### src/rtl/reg_file_core_if.sv
// Write-port and register-output bundle of the LC-3 register file.
// master drives the write port and observes the registers; slave is the storage core.
interface reg_file_core_if #(
  parameter int unsigned WIDTH = 16
) ();
  logic             ld_reg;
  logic [2:0]       dr;
  logic             ld_cc;
  logic [WIDTH-1:0] bus;
  logic [WIDTH-1:0] r0_q;
  logic [WIDTH-1:0] r1_q;
  logic [WIDTH-1:0] r2_q;
  logic [WIDTH-1:0] r3_q;
  logic [WIDTH-1:0] r4_q;
  logic [WIDTH-1:0] r5_q;
  logic [WIDTH-1:0] r6_q;
  logic [WIDTH-1:0] r7_q;
  logic             n;
  logic             z;
  logic             p;

  modport master (
    output ld_reg, dr, ld_cc, bus,
    input  r0_q, r1_q, r2_q, r3_q, r4_q, r5_q, r6_q, r7_q, n, z, p
  );

  modport slave (
    input  ld_reg, dr, ld_cc, bus,
    output r0_q, r1_q, r2_q, r3_q, r4_q, r5_q, r6_q, r7_q, n, z, p
  );
endinterface

### src/rtl/reg_file_core.sv
// LC-3 register storage: R0-R7 with one write port plus the one-hot N/Z/P register.
// All registers are exposed in parallel; read selection happens downstream.
module reg_file_core #(
  parameter int unsigned WIDTH    = 16,
  parameter logic [2:0]  CC_RESET = 3'b010
) (
  input logic             clk,
  input logic             reset,
  reg_file_core_if.slave  rf
);

  logic [WIDTH-1:0] regs_q [8];
  logic [WIDTH-1:0] regs_d [8];
  logic [2:0]       cc_q;
  logic [2:0]       cc_d;
  logic [2:0]       cc_bus;
  logic [7:0]       wr_sel;

  // Classification is exhaustive, so cc_bus is always one-hot.
  always_comb begin
    if (rf.bus[WIDTH-1]) begin
      cc_bus = 3'b100;
    end else if (rf.bus == '0) begin
      cc_bus = 3'b010;
    end else begin
      cc_bus = 3'b001;
    end
  end

  // Gate the decode with ld_reg so an undefined dr cannot reach the registers.
  always_comb begin
    wr_sel = 8'h00;
    if (rf.ld_reg) begin
      wr_sel = 8'h01 << rf.dr;
    end
  end

  always_comb begin
    for (int i = 0; i < 8; i++) begin
      regs_d[i] = wr_sel[i] ? rf.bus : regs_q[i];
    end
    cc_d = rf.ld_cc ? cc_bus : cc_q;
  end

  always_ff @(posedge clk) begin
    if (reset) begin
      for (int i = 0; i < 8; i++) begin
        regs_q[i] <= '0;
      end
      cc_q <= CC_RESET;
    end else begin
      for (int i = 0; i < 8; i++) begin
        regs_q[i] <= regs_d[i];
      end
      cc_q <= cc_d;
    end
  end

  assign rf.r0_q = regs_q[0];
  assign rf.r1_q = regs_q[1];
  assign rf.r2_q = regs_q[2];
  assign rf.r3_q = regs_q[3];
  assign rf.r4_q = regs_q[4];
  assign rf.r5_q = regs_q[5];
  assign rf.r6_q = regs_q[6];
  assign rf.r7_q = regs_q[7];
  assign rf.n    = cc_q[2];
  assign rf.z    = cc_q[1];
  assign rf.p    = cc_q[0];

endmodule
### src/flat_wrapper.sv
// flat-port wrapper written by rule: the top's interface ports become plain ports
module reg_file_core_flat 
#(
  parameter int unsigned WIDTH    = 16,
  parameter logic [2:0]  CC_RESET = 3'b010
)
  (clk, reset, rf_ld_reg, rf_dr, rf_ld_cc, rf_bus, rf_r0_q, rf_r1_q, rf_r2_q, rf_r3_q, rf_r4_q, rf_r5_q, rf_r6_q, rf_r7_q, rf_n, rf_z, rf_p);
  reg_file_core_if #(.WIDTH(WIDTH)) rf_i ();
  input logic clk;
  input logic reset;
  input wire logic [$bits(rf_i.ld_reg)-1:0] rf_ld_reg;
  input wire logic [$bits(rf_i.dr)-1:0] rf_dr;
  input wire logic [$bits(rf_i.ld_cc)-1:0] rf_ld_cc;
  input wire logic [$bits(rf_i.bus)-1:0] rf_bus;
  output wire logic [$bits(rf_i.r0_q)-1:0] rf_r0_q;
  output wire logic [$bits(rf_i.r1_q)-1:0] rf_r1_q;
  output wire logic [$bits(rf_i.r2_q)-1:0] rf_r2_q;
  output wire logic [$bits(rf_i.r3_q)-1:0] rf_r3_q;
  output wire logic [$bits(rf_i.r4_q)-1:0] rf_r4_q;
  output wire logic [$bits(rf_i.r5_q)-1:0] rf_r5_q;
  output wire logic [$bits(rf_i.r6_q)-1:0] rf_r6_q;
  output wire logic [$bits(rf_i.r7_q)-1:0] rf_r7_q;
  output wire logic [$bits(rf_i.n)-1:0] rf_n;
  output wire logic [$bits(rf_i.z)-1:0] rf_z;
  output wire logic [$bits(rf_i.p)-1:0] rf_p;
  assign rf_i.ld_reg = rf_ld_reg;
  assign rf_i.dr = rf_dr;
  assign rf_i.ld_cc = rf_ld_cc;
  assign rf_i.bus = rf_bus;
  assign rf_r0_q = rf_i.r0_q;
  assign rf_r1_q = rf_i.r1_q;
  assign rf_r2_q = rf_i.r2_q;
  assign rf_r3_q = rf_i.r3_q;
  assign rf_r4_q = rf_i.r4_q;
  assign rf_r5_q = rf_i.r5_q;
  assign rf_r6_q = rf_i.r6_q;
  assign rf_r7_q = rf_i.r7_q;
  assign rf_n = rf_i.n;
  assign rf_z = rf_i.z;
  assign rf_p = rf_i.p;
  reg_file_core #(.WIDTH(WIDTH), .CC_RESET(CC_RESET)) u_core (.clk(clk), .reset(reset), .rf(rf_i));
endmodule
### config.mk
export PLATFORM = sky130hd
export DESIGN_NAME = reg_file_core_flat
export DESIGN_NICKNAME = d
export VERILOG_FILES = /design/src/rtl/reg_file_core_if.sv /design/src/rtl/reg_file_core.sv /design/src/flat_wrapper.sv
export SDC_FILE = /design/constraint.sdc
export NUM_CORES = 1
export LEC_CHECK = 0
export BUFFER_PORTS_ARGS = -buffer_cell sky130_fd_sc_hd__buf_2
export CAP_MARGIN = 25
export CORE_MARGIN = 2
export CORE_UTILIZATION = 45
export DETAILED_ROUTE_END_ITERATION = 16
export PLACE_DENSITY = 0.77
export SYNTH_ARGS = -nofsm -noshare
export SYNTH_HDL_FRONTEND = slang
export SYNTH_SLANG_ARGS = --single-unit
### constraint.sdc
create_clock -name clk -period 1.7 [get_ports clk]
set_clock_uncertainty 0.15 [all_clocks]
set_input_delay 0.425 -clock clk [delete_from_list [all_inputs] [get_ports clk]]
set_output_delay 0.425 -clock clk [all_outputs]
set_load 0.1 [all_outputs]
==> impl_metrics.ini <==
[run_status]
status = finished with violations
failed_checks = negative setup slack

[floorplan]
die_w_um = 108
die_y_um = 108
io_pins = 154
dieArea_um2 = 11600
coreArea_um2 = 10400
rows = 37
initial_core_util_pct = 46.5

[critical_path]
path_cells = buf_12
required_ns = 1.12
critPathTopFamily = flip-flops
cp-end-kind = output pin
rr_startpoint = u_core.regs_q[0][23]$_SDFFE_PP0P_
cp_num_buf_inv = 1
worstReg2RegEnd = u_core.regs_q[0][23]$_SDFFE_PP0P_
cp_data_arrival_time_ns = 1.15
slowest_delay_ns = 0.41
reg2reg_slack_ns = 0.73
start_kind = register
crit_fanout = 2
path_class = register to output pin
cp_slowest_cell = dfxtp_1
worst_r2r_path_depth = 2

[power_and_ir_drop]
ir_drop_mv = 0.531
finalPower_mw = 7.84
leakagePower_nw = 3.10
power_density_nw_per_um2 = 941

[placed_design]
placed_cell_area_um2 = 5830
gp_congestion = 0.765
placed_cells_incl_taps = 873
dpl_worst_slack_ns = -0.0106
hpwl_um = 10400
port_buffers = 153

[drt]
drc = 0
wirelength_um = 20300
via_per_inst = 5.75
detailroute.via_count = 5200
drt_first_pass_iters = 5
wl_per_cell_um = 22.4
drtIter0Drc = 545
ant_nets = 0

[timing]
worstMarginPinSlew_ns = 0.429
finalHoldViolCount = 0
fin_crit_ns = 1.73
holdWs_ns = 0.0452
relSlewSlack_pct = 71.1
finalSetupViolations = 3
timing.final.ws_setup_ns = -0.0284
finalSetupTns_ns = -0.0636
slew_violations = 0
max_freq_mhz = 579
min_period_over_period_pct = 102

[layout]
stdcell_count = 905
fin_util_pct = 80.3
syn_to_final_growth_pct = 72.7
nets = 779
final_area_um2 = 8330
final_layout_size_suffix_gt1_share_pct = 41.6
n_antenna_cell = 0

[clocking]
clk_path_buf_depth = 2
cts_max_level = 4
cts_setup_buffers = 0
tritoncts = yes
cts_root_buf = clkbuf_8
cts_buffers = 17
cts_hold_buffers = 0
clock_sinks = 131
clk_pin_slew_ns = 0.06
worstSkewPairLatency_ns = 0.52

[hold_path]
min_from = rf_ld_cc
holdPathEnd = u_core.cc_q[2]$_SDFFE_PP0P_
hp-class = primary input to register
whs_path_depth = 3

[logic_synthesis]
ys_ff_latch = 131
ys_seq_area_share_pct = 54.4
synth_compound_area_share_pct = 13.8
synthesis.nets = 630
synthFlopType = dfxtp_1
synth_area_um2 = 4820
synthSimpleGateAreaFrac_pct = 24.5
synth_xor_area_share_pct = 0
synth_top_family_by_area = simple AND/OR/NAND/NOR gates
synth_fa_ha_area_share_pct = 0
netlist_instances = 607
synth_edf_count = 0
avgSynthCellArea_um2 = 7.95
synthMuxAreaShare_pct = 0.208
synthArstFlopShare_pct = 0
yosys_warnings = 0
synth.distinct_cells = 25

[global_route]
track_usage_pct = 30.7
grt_pass1_vias = 4886
antenna_found_initial = 0
grt_pass1_wl_um = 26500
grt_max_degree = 53
overflow = 0

[run]
cap_viol_max_count = 0
-- cell type report --
class / instances / area (um^2)
well taps: 136 / 170
repair buffers: 192 / 3000
clock buffers: 18 / 428
fillers: 583 / 2040
clock inverters: 14 / 130
multi-input cells: 412 / 1860
flip-flops and latches: 131 / 2740
inverters: 2 / 7.51
-- registers in the layout, summed over array words and instances (netlist names) --
name           cells
u_core.regs_q    128
u_core.cc_q        3
-- synthesized netlist by cell type (2+ instances only) --
| master | n | area, um^2 |
|---|---|---|
| inv_1 | 2 | 7.51 |
| clkbuf_2 | 6 | 30.0 |
| nor2_1 | 2 | 7.51 |
| buf_2 | 17 | 85.1 |
| and4b_1 | 3 | 30.0 |
| nand4b_1 | 3 | 26.3 |
| clkbuf_1 | 25 | 93.8 |
| buf_4 | 8 | 60.1 |
| nor4_1 | 4 | 25.0 |
| and4bb_1 | 2 | 25.0 |
| a21oi_1 | 128 | 641 |
| nand4bb_1 | 3 | 33.8 |
| dfxtp_1 | 131 | 2620 |
| nand4_1 | 2 | 12.5 |
| nand2_1 | 256 | 961 |
| buf_6 | 6 | 67.6 |
-- what timing repair did --
| item | in CTS | in global routing |
|---|---|---|
| gates resized for setup | 385 | 201 |
| setup endpoints to repair | 131 | 98 |
| hold endpoints to repair | 0 | 0 |
-- per-layer routing --
layer / GRT usage, % / routed length [um]
met5: 0 / 0
met1: 35.7 / 7130
met2: 52.0 / 10600
met3: 5.93 / 1570
met4: 18.7 / 965
-- placed cells by master (no fill, tap or decap), drive strengths merged, types with 3 or more instances in the layout --
master / n
clkbuf: 18
and4b: 3
a21oi: 129
inv: 4
nor4: 4
clkinvlp: 5
dfxtp: 131
and4bb: 3
buf: 192
nand4bb: 3
clkinv: 6
nand4b: 3
nand2: 256
-- cell families (layout without fill, tap and decap cells) --
group / after synthesis / after routing
AO/OA/AOI/OAI: 131 / 131
buffers and inverters: 64 / 226
flip-flops: 131 / 131
AND/OR/NAND/NOR: 280 / 280
multiplexers: 1 / 1
-- worst max-delay path by stage --
| stage | startpoint | to | slack [ns] | cells after the start |
|---|---|---|---|---|
| finish | u_core.regs_q[0][44]$_SDFFE_PP0P_ | rf_r2_q[12] | -0.03 | 1 |
| global route | u_core.regs_q[0][44]$_SDFFE_PP0P_ | rf_r2_q[12] | -0.05 | 1 |
| CTS | u_core.regs_q[0][63]$_SDFFE_PP0P_ | rf_r3_q[15] | 0.0001 | 1 |
| detailed placement | rf_dr[0] | u_core.regs_q[0][32]$_SDFFE_PP0P_ | -0.01 | 5 |
| global placement | rf_bus[15] | u_core.cc_q[0]$_SDFFE_PP0P_ | -0.004 | 5 |
| floorplan | rf_dr[2] | u_core.regs_q[0][6]$_SDFFE_PP0P_ | 0.07 | 5 |
-- where the power goes --
group | total, mW | internal, mW | switching [mW]
sequential | 3.23 | 3.15 | 0.0782
clock | 3.42 | 1.99 | 1.43
combinational | 1.19 | 0.373 | 0.821
(Power assumes the default switching activity.)
